===== config.mk =====
export PLATFORM = sky130hd
export DESIGN_NAME = controle_jogo
export DESIGN_NICKNAME = d
export VERILOG_FILES = /design/src/rtl/controle_jogo.sv
export SDC_FILE = /design/constraint.sdc
export NUM_CORES = 1
export LEC_CHECK = 0
export ABC_AREA = 1
export CAP_MARGIN = 10
export CORE_ASPECT_RATIO = 2
export CORE_UTILIZATION = 40
export DETAILED_ROUTE_END_ITERATION = 16
export DONT_BUFFER_PORTS = 1
export SETUP_SLACK_MARGIN = 0.05
export SLEW_MARGIN = 20
export SYNTH_ARGS = -nofsm -noshare
export SYNTH_HDL_FRONTEND = slang
export SYNTH_SLANG_ARGS = --single-unit

===== constraint.sdc =====
create_clock -name clk -period 3.9 [get_ports clk]
set_input_delay 0.78 -clock clk [delete_from_list [all_inputs] [get_ports clk]]
set_output_delay 0.78 -clock clk [all_outputs]
set_load 0.02 [all_outputs]

===== src/rtl/controle_jogo.sv =====
// Game control unit for the LED-matrix puzzle: debounces the eight buttons, turns
// accepted presses into one-cycle pulses and sequences levels through win or defeat.
module controle_jogo #(
   parameter int DEBOUNCE_CICLOS = 4,
   parameter int NUM_NIVEIS      = 5,
   parameter int MAX_JOGADAS     = 40
) (
   input  logic       clk,
   input  logic       rst,
   input  logic       iniciar,
   input  logic [7:0] botoes_brutos,
   input  logic       nivel_concluido,
   output logic [7:0] botoes_pulso,
   output logic       reset_matriz,
   output logic [2:0] nivel,
   output logic [5:0] jogadas,
   output logic       jogando,
   output logic       vitoria,
   output logic       derrota
);

   localparam logic [7:0] DEB_MAX     = 8'(DEBOUNCE_CICLOS - 1);
   localparam logic [2:0] NIVEL_FINAL = 3'(NUM_NIVEIS - 1);
   localparam logic [5:0] MAX_J       = 6'(MAX_JOGADAS);

   typedef enum logic [3:0] {
      OCIOSO  = 4'd0,
      LIMPA   = 4'd1,
      ASSENTA = 4'd2,
      PRONTO  = 4'd3,
      PULSO   = 4'd4,
      ESPERA  = 4'd5,
      CHECA   = 4'd6,
      VITORIA = 4'd7,
      DERROTA = 4'd8
   } estado_t;

   estado_t         estado_r, estado_prox_s;
   logic [7:0]      sync1_r, sync2_r, pressionado_r, pendente_r;
   logic [7:0][7:0] contador_r;
   logic [7:0]      aceito_s, escolhido_s, pulso_prox_s;
   logic            emite_s;
   logic [2:0]      nivel_r, nivel_prox_s;
   logic [5:0]      jogadas_r, jogadas_prox_s;
   logic [7:0]      botoes_pulso_r;
   logic            reset_matriz_r, jogando_r, vitoria_r, derrota_r;

   // Isolates the lowest set bit, giving ascending-index service order.
   function automatic logic [7:0] menor_bit(input logic [7:0] v);
      return v & (~v + 8'd1);
   endfunction

   always_ff @(posedge clk) begin
      if (rst) begin
         sync1_r       <= 8'd0;
         sync2_r       <= 8'd0;
         pressionado_r <= 8'd0;
         contador_r    <= '0;
      end else begin
         sync1_r <= botoes_brutos;
         sync2_r <= sync1_r;
         // Counter tracks how long the synced level has disagreed with the debounced one.
         for (int i = 0; i < 8; i++) begin
            if (sync2_r[i] != pressionado_r[i]) begin
               if (contador_r[i] == DEB_MAX) begin
                  pressionado_r[i] <= sync2_r[i];
                  contador_r[i]    <= 8'd0;
               end else begin
                  contador_r[i] <= contador_r[i] + 8'd1;
               end
            end else begin
               contador_r[i] <= 8'd0;
            end
         end
      end
   end

   always_comb begin
      aceito_s = 8'd0;
      for (int i = 0; i < 8; i++) begin
         aceito_s[i] = sync2_r[i] & ~pressionado_r[i] & (contador_r[i] == DEB_MAX);
      end
   end

   // CHECA with pending presses goes straight to PULSO so pulses can be 3 cycles apart.
   always_comb begin
      escolhido_s = menor_bit(pendente_r);
      if (pendente_r == 8'd0) begin
         emite_s = 1'b0;
      end else if (estado_r == PRONTO) begin
         emite_s = 1'b1;
      end else if ((estado_r == CHECA) && !nivel_concluido && (jogadas_r != MAX_J)) begin
         emite_s = 1'b1;
      end else begin
         emite_s = 1'b0;
      end
   end

   always_ff @(posedge clk) begin
      if (rst) begin
         pendente_r <= 8'd0;
      end else if (estado_r == LIMPA) begin
         pendente_r <= 8'd0;
      end else begin
         pendente_r <= (pendente_r & ~(emite_s ? escolhido_s : 8'd0))
                     | (aceito_s & {8{jogando_r}});
      end
   end

   always_ff @(posedge clk) begin
      if (rst) begin
         estado_r       <= OCIOSO;
         botoes_pulso_r <= 8'd0;
         reset_matriz_r <= 1'b0;
         nivel_r        <= 3'd0;
         jogadas_r      <= 6'd0;
         jogando_r      <= 1'b0;
         vitoria_r      <= 1'b0;
         derrota_r      <= 1'b0;
      end else begin
         estado_r       <= estado_prox_s;
         botoes_pulso_r <= pulso_prox_s;
         reset_matriz_r <= (estado_prox_s == LIMPA);
         nivel_r        <= nivel_prox_s;
         jogadas_r      <= jogadas_prox_s;
         jogando_r      <= (estado_prox_s inside {PRONTO, PULSO, ESPERA, CHECA});
         vitoria_r      <= (estado_prox_s == VITORIA);
         derrota_r      <= (estado_prox_s == DERROTA);
      end
   end

   always_comb begin
      estado_prox_s = estado_r;
      case (estado_r)
         OCIOSO, VITORIA, DERROTA: begin
            if (iniciar) estado_prox_s = LIMPA;
            else         estado_prox_s = estado_r;
         end
         LIMPA:   estado_prox_s = ASSENTA;
         ASSENTA: estado_prox_s = PRONTO;
         PRONTO: begin
            if (emite_s) estado_prox_s = PULSO;
            else         estado_prox_s = PRONTO;
         end
         PULSO:   estado_prox_s = ESPERA;
         ESPERA:  estado_prox_s = CHECA;
         CHECA: begin
            if (nivel_concluido) begin
               if (nivel_r == NIVEL_FINAL) estado_prox_s = VITORIA;
               else                        estado_prox_s = LIMPA;
            end else if (jogadas_r == MAX_J) begin
               estado_prox_s = DERROTA;
            end else if (emite_s) begin
               estado_prox_s = PULSO;
            end else begin
               estado_prox_s = PRONTO;
            end
         end
         default: estado_prox_s = OCIOSO;
      endcase
   end

   always_comb begin
      pulso_prox_s   = 8'd0;
      nivel_prox_s   = nivel_r;
      jogadas_prox_s = jogadas_r;
      if (emite_s) begin
         pulso_prox_s   = escolhido_s;
         jogadas_prox_s = jogadas_r + 6'd1;
      end else begin
         pulso_prox_s = 8'd0;
      end
      case (estado_r)
         OCIOSO, VITORIA, DERROTA: begin
            if (iniciar) nivel_prox_s = 3'd0;
            else         nivel_prox_s = nivel_r;
         end
         LIMPA: jogadas_prox_s = 6'd0;
         CHECA: begin
            if (nivel_concluido && (nivel_r != NIVEL_FINAL)) nivel_prox_s = nivel_r + 3'd1;
            else                                              nivel_prox_s = nivel_r;
         end
         default: nivel_prox_s = nivel_r;
      endcase
   end

   assign botoes_pulso = botoes_pulso_r;
   assign reset_matriz = reset_matriz_r;
   assign nivel        = nivel_r;
   assign jogadas      = jogadas_r;
   assign jogando      = jogando_r;
   assign vitoria      = vitoria_r;
   assign derrota      = derrota_r;

endmodule

======== After elaboration in Yosys (flattened, before gate mapping) ========
Index checks and enable logic that the tools add are counted.
word-level totals
  flip-flop bits (word level) ............. 121
  bits of input ports ..................... 12
  output and inout port bits .............. 21
  word-level logic and storage cells ...... 153
cells by class
  add/subtract/negate cells ............... 11
  eq/ne operators ......................... 37
  muxes and demuxes ....................... 13
  bitwise gates (word level) .............. 38
  reductions and logical operators ........ 27
operators with widths
  operator               number
  $add A8 B1 Y8 const B  9
  $eq A8 B2 Y1 const B   8
  $eq A4 B3 Y1 const B   8
  $pmux W4 S7            1
  $reduce_or A3 Y1       9
  $and A8 B8 Y8          3
  $and A1 B1 Y1          16
  $not A1 Y1             16
  $not A8 Y8             2
  $reduce_and A2 Y1      8
  $eq A4 B2 Y1 const B   3
  $mux W3                4
  $mux W4                3
  $eq A4 B1 Y1 const B   2
  $eq A4 B4 Y1 const B   2
  $logic_not A8 Y1       1
  $mux W8                1
  $ne A1 B1 Y1           8
  $or A8 B8 Y8           1
  $add A6 B1 Y6 const B  1
  $eq A6 B6 Y1 const B   1
  $ne A6 B6 Y1 const B   1
  $pmux W3 S2            1
  $logic_not A4 Y1       1
  12 further kinds       16

======== Logic depth before layout (Yosys ltp) ========
Gate-level depths: netlist of the first run.
  word-level depth ........................ 12
  gate-level depth with buffers ........... 14
  depth with buffers taken out ............ 14

======== Worst setup path before layout of the first run ========
No wires, ideal clock.
  kind .................................... register to register
  start ................................... register jogadas_r[0], in the netlist jogadas[0]
  end ..................................... register jogando_r, in the netlist jogando
  library setup time ...................... 0.115 ns
  data arrival time ....................... 1.551 ns
  required time ........................... 3.785 ns
  path slack .............................. 2.234 ns
  stages on the path, launching flop included .. 13
  path buffers ............................ 0
  period minus slack after synthesis ...... 1.666 ns
  path through ............................ dfxtp_1 > inv_1 > ha_1 > nand3_2 > nand2_1 > nand2_4 > nand2_4 > nand2_2 > nand2_2 > nand2_1 > nand2_2 > a21oi_1 > nor2_1
between the ends
  longest elaborated chain between the ends .. 11
  elaborated cells between the ends (all ways) .. 15
  classes of those cells .................. eq/ne (6); mux (7); reduce/logical (2)
RTL lines
  item                                                 line      RTL
  start: declaration                                   44        logic [5:0] jogadas_r, jogadas_prox_s;
  start signal: assignment                             125       jogadas_r <= jogadas_prox_s;
  $ne A6 B6 Y1                                         92        end else if ((estado_r == CHECA) && !nivel_concluido && (jogadas_r != MAX_J)) begin
  $logic_and A1 B1 Y1                                  92
  $mux W1                                              92
  $mux W1                                              90        end else if (estado_r == PRONTO) begin
  $mux W1                                              88        if (pendente_r == 8'd0) begin
  $mux W3                                              142, 153
  $mux W4                                              151       end else if (jogadas_r == MAX_J) begin
  $mux W4                                              148       if (nivel_concluido) begin
  $pmux W4 S7 *                                        134       case (estado_r)
  $eq A4 B2 Y1 / $eq A4 B3 Y1 (equally long branches)  126       jogando_r <= (estado_prox_s inside {PRONTO, PULSO, ESPERA, CHECA});
  $reduce_bool A4 Y1 *                                 126
  end signal: assignment                               126
  end: declaration                                     46        logic reset_matriz_r, jogando_r, vitoria_r, derrota_r;
Every way passes the cells marked *; elsewhere a longest branch is shown, timed or not.
A chain may end at the register's enable or synchronous reset.

======== Worst setup path after layout of the first run ========
  start ................................... register jogando_r, in the netlist jogando
  end ..................................... output port jogando
RTL lines
  item              line  RTL
  end: declaration  17    output logic jogando,
No word-level cell between the ends.

==> flow_summary.json, run 1 <==
{
  "outcome": "finished clean",
  "fp.coreArea_um2": 12500,
  "synth-seq-cells": 121,
  "htreeDepth": 4,
  "tightest_slew_ps": 576,
  "clkSinkCount": 121,
  "routed_wl_mm": 9.57,
  "dp_cells": 806,
  "swShare_pct": 21.2,
  "maxCapViolCount": 0,
  "drcViolationCount": 0,
  "fin_ws_ps": 2040,
  "antennaDiodeCount": 0,
  "p_clk_share_pct": 50.4,
  "drt_iter0_drc": 153,
  "finalSetupTns_ps": 0,
  "critPathKind": "flip-flop to output pin",
  "slew-limit-headroom_pct": 61.6,
  "dp_hpwl_mm": 7.24,
  "insertion_delay_ps": 410,
  "detailed_place.area_um2": 5260,
  "fin_skew_ps": 11.4,
  "syn_area_per_cell_um2": 7.69,
  "cts_tree": "built",
  "cts-resized-gates": 0,
  "die_w_um": 81.8,
  "layout.cells.non_filler": 834,
  "period_needed_ps": 1860,
  "final-hold-violation-count": 0,
  "rsz0062_at_grt": "false",
  "hold_buffers": 0,
  "die_height_um": 162,
  "synth_warnings": 0,
  "start_kind": "flip-flop",
  "wire_per_inst_um": 11.5,
  "vias": 4116,
  "grt_use_total_pct": 16.5,
  "worstPathArrival_ps": 1080,
  "numCtsBuffers": 17,
  "grt_pass1_vias": 4029,
  "grt_max_degree": 43,
  "cts_buffer_depth": 2,
  "comb_power_share_pct": 4.0,
  "drv_slew": 0,
  "ios": 33,
  "postSynthCellCount": 662,
  "vdd_drop_max_mv": 0.503,
  "clkTransAtPathRegs_ps": 50,
  "gp_congestion": 0.810,
  "cp_data_required_time_ps": 3120,
  "crit_fanout": 9,
  "grt_pass1_wl_mm": 16.9,
  "p_int_w": 0.00225,
  "power.leakage_nw": 2.32,
  "rows": 58,
  "area_growth_pct": 14.0,
  "p_sw_w": 0.000605,
  "critPathCaptureType": "output pin",
  "netlist_area_um2": 5090,
  "final_util_pct": 46.5,
  "drive_gt1_share_pct": 6.73,
  "firstDrtPassIters": 4,
  "die-area_um2": 13200,
  "max_freq_mhz": 537,
  "port_buffers": 0,
  "cts_setup_buffers": 0,
  "drt-vias-per-instance": 4.94,
  "clock-root-buffer": "clkbuf_16",
  "setup_viol": 0,
  "finalCritPeriodShare_pct": 47.8,
  "design_area_um2": 5810,
  "synth.distinct_cells": 36,
  "antenna_found_initial": 0,
  "nNetsFinal": 707,
  "powerDensity_nw_per_um2": 491,
  "overflow": 0,
  "ant_nets": 0,
  "ys_seq_area_share_pct": 47.6,
  "sequentialPowerShare_pct": 45.6,
  "pre_cts_ws_ps": 2030,
  "start_util_pct": 40.8,
  "synth_fp_nets": 694,
  "min_path_type": "flip-flop to flip-flop"
}
worst paths after layout:
kind               from          to  slack, ps  cells past startpoint
max             jogando     jogando       2040                      0
min          sync1_r[6]  sync2_r[6]        400                      2
max reg2reg  jogadas[0]     jogando       2090                     12
min reg2reg  sync1_r[6]  sync2_r[6]        400                      2
power by group through the flow:
stage	Clock, W	Combinational (W)	Sequential, W
after floorplan	0	0.000100	0.00131
after detailed placement	0	0.000115	0.00132
after CTS	0.00147	0.000115	0.00130
after global routing	0.00153	0.000136	0.00130
after global placement	0	0.000114	0.00132
final	0.00144	0.000115	0.00130
registers in the layout, summed over array words and instances (netlist names):
| signal | count |
|---|---|
| sync1_r | 8 |
| derrota | 1 |
| vitoria | 1 |
| reset_matriz | 1 |
| nivel | 3 |
| pendente_r | 8 |
| jogando | 1 |
| sync2_r | 8 |
| estado_r | 4 |
| botoes_pulso | 8 |
| pressionado_r | 8 |
| jogadas | 6 |
| contador_r | 64 |
logic make-up (layout without fill, tap and decap cells):
| family | count (synthesis) | in the layout | share of synthesized area (%) |
|---|---|---|---|
| simple gates | 276 | 276 | 25.3 |
| buf+inv | 134 | 156 | 9.90 |
| flops | 121 | 121 | 47.6 |
| compound gates | 105 | 105 | 11.3 |
| fa+ha+maj | 20 | 20 | 4.91 |
| xor+xnor | 6 | 6 | 1.03 |
metal layers:
| layer | share of wire [%] | routed length [µm] | vias up | GRT usage [%] |
|---|---|---|---|---|
| li1 | - | - | 2160 | - |
| met1 | 41 | 3940 | 1892 | 16.3 |
| met2 | 55 | 5220 | 55 | 30.1 |
| met3 | 2.7 | 256 | 9 | 5.20 |
| met4 | 1.5 | 145 | 0 | 7.10 |
| met5 | 0 | 0 | - | 0 |
cell usage after synthesis:
library cell	instances	area, µm²
clkinv_1	1	3.75
nor3_1	27	135
nor2_4	2	22.5
or2_4	1	8.76
a211oi_1	1	7.51
nand3b_1	2	15.0
a21o_1	1	7.51
or2_2	2	12.5
nand3_1	45	225
nor3_2	1	10.0
a21oi_1	56	280
nand2_2	4	25.0
o21ai_1	2	10.0
o21ai_0	33	165
a31oi_1	3	18.8
nor4_1	3	18.8
inv_1	124	465
nand3_2	2	20.0
nand2_1	67	251
or2_1	1	6.26
buf_2	1	5.00
o21ai_2	1	8.76
o21bai_1	1	7.51
xor2_1	6	52.6
o311a_1	7	70.1
nand4_4	1	21.3
buf_1	1	3.75
inv_2	2	7.51
dfxtp_1	121	2420
nor2_1	95	357
ha_1	20	250
clkbuf_1	5	18.8
nand4_1	14	87.6
nand2_4	2	22.5
nor3b_1	5	37.5
nor2_2	2	12.5
layout make-up:
| class | count | area [µm²] |
|---|---|---|
| clock inverter | 3 | 40.0 |
| tap | 150 | 188 |
| inverter | 127 | 477 |
| clock buffer | 25 | 505 |
| timing repair buffer | 1 | 7.51 |
| sequential | 121 | 2420 |
| multi-input combinational | 407 | 2170 |
| fill | 1244 | 6680 |
metrics by stage:
stage               total power [W]  hold slack [ps]
global placement            0.00144              392
finish                      0.00285              404
global route                0.00297              418
CTS                         0.00288              406
floorplan                   0.00141              388
detailed placement          0.00144              395
tightest hold or removal path, cell delays in order (launching register included):
cell and delay, ps:
dfxtp_1 290, inv_1 40, nor2_1 30
cell usage in the layout (no fill, tap or decap), types with 5 or more instances in the layout:
master     count
a21oi_1       56
ha_1          20
o21ai_0       33
nand4_1       14
o311a_1        7
inv_1        124
xor2_1         6
nand2_1       67
clkbuf_8       5
dfxtp_1      121
nor3b_1        5
nor3_1        27
clkbuf_16     17
nand3_1       45
nor2_1        95
Note: power is estimated with default switching activity, not from simulation.
==> inputs of run 2 (changes only) <==
==> constraint.sdc (replaced) <==
create_clock -name clk -period 1.8 [get_ports clk]
set_input_delay 0.36 -clock clk [delete_from_list [all_inputs] [get_ports clk]]
set_output_delay 0.36 -clock clk [all_outputs]
set_load 0.02 [all_outputs]
==> run 2 against run 1 <==
Register-to-register slack got worse by 1900 ps; via count increased by 2.9%; clock skew decreased by 5.9 ps; sequential share of layout area decreased by 0.88 points; global-route usage increased by 0.32 points; non-clock buffer count increased by 10; highest routed layer unchanged.
==> flow_summary.json, run 2 (synthesis results as in run 1) <==
{
  "outcome": "finished clean",
  "layout_commonest_cell": "inv_1",
  "crit_path_cell_trace": "inv_1 > nor2_2 > nand2_2 > nor2_2 > nand2_2 > nand2_4 > nand2_8 > inv_2 > nand2_1 > o21ai_1 > a21oi_1",
  "clkTransAtPathRegs_ps": 50,
  "slew-limit-headroom_pct": 58.9,
  "start_kind": "flip-flop",
  "crit_slowest_cell": "dfxtp_2",
  "tightest_slew_ps": 615,
  "overflow": 0,
  "layout.cells.non_filler": 848,
  "critPathKind": "flip-flop to flip-flop",
  "dp_hpwl_mm": 7.56,
  "critPathCaptureType": "flip-flop",
  "grt-busiest-layer": "met2",
  "drive_gt1_share_pct": 9.31,
  "vias": 4235,
  "rr_worst_depth": 11,
  "wire_per_inst_um": 11.8,
  "final-hold-violation-count": 0,
  "worstPathArrival_ps": 1880,
  "powerDensity_nw_per_um2": 1060,
  "htreeDepth": 4,
  "grtUsageMet3_pct": 4.24,
  "clkSinkCount": 121,
  "ios": 33,
  "clock-root-buffer": "clkbuf_16",
  "cts_setup_buffers": 0,
  "port_buffers": 0,
  "cp_data_required_time_ps": 2090,
  "start_util_pct": 40.8,
  "min_path_type": "primary input to flip-flop",
  "power.leakage_nw": 2.37,
  "top_register": "contador_r",
  "ant_nets": 0,
  "maxCapViolCount": 0,
  "firstDrtPassIters": 4,
  "cts-resized-gates": 0,
  "hold_buffers": 0,
  "insertion_delay_ps": 410,
  "fin_skew_ps": 5.46,
  "largest_reg_flops": 64,
  "finalSetupTns_ps": 0,
  "cts_buffer_depth": 2,
  "routed_wl_mm": 10.0,
  "drt_iter0_drc": 129,
  "grt_use_total_pct": 16.8,
  "hold_depth": 1,
  "dp_cells": 816,
  "rrSetupSlack_ps": 210,
  "antennaDiodeCount": 0,
  "cpPeakStageDelay_ps": 380,
  "antenna_found_initial": 0,
  "period_needed_ps": 1590,
  "layout_common_cells": "124 x inv_1, 119 x dfxtp_1, 95 x nor2_1",
  "setup_viol": 0,
  "nNetsFinal": 717,
  "vdd_drop_max_mv": 0.777,
  "detailed_place.area_um2": 5350,
  "met1_usage_pct": 15.1,
  "cts_tree": "built",
  "drcViolationCount": 0,
  "crit_fanout": 10,
  "drv_slew": 0,
  "drt-vias-per-instance": 4.99,
  "max_freq_mhz": 629,
  "grt_max_degree": 43,
  "area_growth_pct": 16.7,
  "die-area_um2": 13200,
  "gp_congestion": 0.785,
  "design_area_um2": 5940,
  "numCtsBuffers": 17,
  "fp.coreArea_um2": 12500,
  "die_height_um": 162,
  "use_met2_pct": 31.4,
  "rsz0062_at_grt": "false",
  "grt_pass1_wl_mm": 17.1,
  "rows": 58,
  "die_w_um": 81.8,
  "final_util_pct": 47.6,
  "finalCritPeriodShare_pct": 88.4,
  "grt_pass1_vias": 4255
}
==> run 2: worst paths after layout <==
path | startpoint | end
max | estado_r[1] | jogadas[5]
min | rst | botoes_pulso[6]
max reg2reg | estado_r[1] | jogadas[5]
min reg2reg | sync1_r[1] | sync2_r[1]
==> run 2: area by class of cell <==
class / instances / area, µm²
Sequential cell: 121 / 2430
Timing Repair Buffer: 11 / 95.1
Inverter: 127 / 477
Multi-Input combinational cell: 407 / 2190
Clock inverter: 13 / 129
Fill cell: 1224 / 6540
Clock buffer: 19 / 443
Tap cell: 150 / 188
==> run 2: routing by layer <==
metal	wire [µm]	vias up
li1	-	2190
met1	3910	1950
met2	5520	66
met3	235	29
met4	371	0
met5	0	-
==> run 2: through the flow <==
step	power [W]	hold slack, ps	setup slack (ps)
2_1_floorplan	0.00306	388	134
3_3_place_gp	0.00314	398	212
3_5_place_dp	0.00315	397	142
4_1_cts	0.00640	3.79	125
5_1_grt	0.00658	7.34	58.5
6_report	0.00633	21.6	209
==> run 2: critical path, delay by kind of cell, from the launching register on <==
family,cells,cell delay [ps]
buffers and inverters,2,200
DFF,1,380
AOI/OAI and AO/OA,2,240
and+or+nand+nor,7,660
==> run 2: power breakdown <==
| part | switching [W] | internal [W] | leakage (nW) |
|---|---|---|---|
| clock | 0.00117 | 0.00205 | 0.274 |
| sequential | 0.0000627 | 0.00273 | 0.981 |
| combinational | 0.000194 | 0.000113 | 1.11 |
==> inputs of run 3 (changes only) <==
--- a/config.mk
+++ b/config.mk
@@ -9,6 +9,7 @@
 export CAP_MARGIN = 10
 export CORE_ASPECT_RATIO = 2
 export CORE_UTILIZATION = 40
+export CTS_CLUSTER_SIZE = 12
 export DETAILED_ROUTE_END_ITERATION = 16
 export DONT_BUFFER_PORTS = 1
 export SETUP_SLACK_MARGIN = 0.05
==> constraint.sdc (replaced) <==
create_clock -name clk -period 1.8 [get_ports clk]
set_input_delay 0.27 -clock clk [delete_from_list [all_inputs] [get_ports clk]]
set_output_delay 0.27 -clock clk [all_outputs]
set_load 0.02 [all_outputs]
==> run 3 against run 2 <==
Via count is 0.50% higher; critical endpoint is now jogando; largest power group unchanged; clock-buffer cell count stayed put; critical path type unchanged; sequential power hardly changed; highest routed layer unchanged; flip-flop and latch count stayed put; final cell count is 1.1% higher; sequential share of layout area is 0.68 points lower; register-to-register slack worse by 20 ps.
==> flow_summary.json, run 3 (synthesis results as in run 1) <==
{
  "routed_wl_mm": 10.2,
  "rows": 58,
  "fin_skew_ps": 5.78,
  "drt-vias-per-instance": 4.97,
  "insertion_delay_ps": 410,
  "crit_top_cell": "nand2_1",
  "drcViolationCount": 0,
  "setup_viol": 0,
  "maxCapViolCount": 0,
  "antenna_found_initial": 0,
  "start_util_pct": 40.8,
  "worstPathArrival_ps": 1910,
  "die_height_um": 162,
  "cts_tree": "built",
  "power.leakage_nw": 2.41,
  "finalCritPeriodShare_pct": 89.4,
  "critPathCaptureType": "flip-flop",
  "crit_slowest_cell": "dfxtp_1",
  "fp.coreArea_um2": 12500,
  "vdd_drop_max_mv": 0.777,
  "die-area_um2": 13200,
  "critical-path-top-delay-family": "simple AND/OR/NAND/NOR gates",
  "grt_use_total_pct": 17.1,
  "drt_iter0_drc": 181,
  "tightest_slew_ps": 606,
  "overflow": 0,
  "grt_pass1_vias": 4278,
  "clkSinkCount": 121,
  "start_kind": "flip-flop",
  "crit_path_cell_trace": "or2_1 > o21ai_4 > nand2_1 > a21oi_1 > nor2_1 > nand2_1 > nand3_2 > nand2_1 > nor2_1",
  "pre_cts_ws_ps": 142,
  "outcome": "finished clean",
  "dp_hpwl_mm": 7.56,
  "htreeDepth": 4,
  "cp_data_required_time_ps": 2100,
  "fillers": 1220,
  "rsz0062_at_grt": "false",
  "finalSetupTns_ps": 0,
  "firstDrtPassIters": 4,
  "area_growth_pct": 18.7,
  "critPathKind": "flip-flop to flip-flop",
  "wire_per_inst_um": 11.9,
  "vias": 4256,
  "layout_commonest_cell": "inv_1",
  "gp_congestion": 0.785,
  "ios": 33,
  "path_buf_inv": 0,
  "clkTransAtPathRegs_ps": 50,
  "clock-root-buffer": "clkbuf_16",
  "final_util_pct": 48.4,
  "grt_pass1_wl_mm": 17.4,
  "top_register": "contador_r",
  "ant_nets": 0,
  "period_needed_ps": 1610,
  "powerDensity_nw_per_um2": 1050,
  "drive_gt1_share_pct": 9.34,
  "fin_ws_ps": 191,
  "final-hold-violation-count": 0,
  "grt_max_degree": 35,
  "cts_setup_buffers": 0,
  "multi_input_area_um2": 2190,
  "final-seq-area_um2": 2430,
  "cts_buffer_depth": 2,
  "nNetsFinal": 726,
  "largest_reg_flops": 64,
  "drv_slew": 0,
  "min_path_type": "primary input to flip-flop",
  "design_area_um2": 6040,
  "cpPeakStageDelay_ps": 380,
  "die_w_um": 81.8,
  "antennaDiodeCount": 0,
  "port_buffers": 0,
  "numCtsBuffers": 17,
  "detailed_place.area_um2": 5350,
  "layout_common_cells": "124 x inv_1, 119 x dfxtp_1, 95 x nor2_1",
  "slew-limit-headroom_pct": 59.6,
  "crit_fanout": 7,
  "max_freq_mhz": 622
}
-- run 3: cell count changes in the layout (fill, tap and decap cells not counted), sizes merged --
cell and change:
buf +1, dlygate4sd3 +8
-- run 3: metal layers --
layer	vias up	share of wire (%)	track usage, %
met1	1954	39	15.7
met4	0	3.8	10.6
met5	-	0	0
li1	2211	-	-
met3	29	2.4	4.24
met2	62	54	31.8
-- run 3: cell type report --
cell class	instances	share of cell area (%)
clock buffer	19	7.33
tap	150	3.10
timing repair buffer	20	3.23
inverter	127	7.89
sequential	121	40.2
multi-input combinational	407	36.2
clock inverter	13	2.13
-- run 3: stage by stage --
step                cells  total power [W]  hold slack (ps)
global route          857          0.00661             29.6
CTS                   857          0.00643             24.7
finish                857          0.00636             35.7
floorplan             662          0.00306              377
global placement      816          0.00314              347
detailed placement    816          0.00315              349
-- run 3: report_power, final --
part	internal (W)	switching, W	leakage, nW
Clock	0.00205	0.00117	0.274
Combinational	0.000129	0.000209	1.15
Sequential	0.00273	0.0000626	0.981
Total	0.00492	0.00144	2.41
-- run 3: worst paths after layout --
path / from / to / slack, ps / cells past startpoint
worst max-delay path: estado_r[0] / jogando / 190 / 9
worst min-delay path: rst / contador_r[59] / 40 / 3
worst max register to register: estado_r[0] / jogando / 190 / 9
worst min register to register: sync1_r[1] / sync2_r[1] / 400 / 2
-- run 3: worst register-to-register path, stage by stage, from the launching register on --
cell and delay (ps):
dfxtp_1 380, or2_1 300, o21ai_4 180, nand2_1 120
a21oi_1 170, nor2_1 80, nand2_1 90, nand3_2 80
nand2_1 60, nor2_1 40
-- run 3: repair_timing --
action / CTS / global route
hold endpoints to repair: 34 / 0
hold buffers: 9 / 0
gates resized for setup: 0 / 6
setup endpoints to repair: 0 / 5
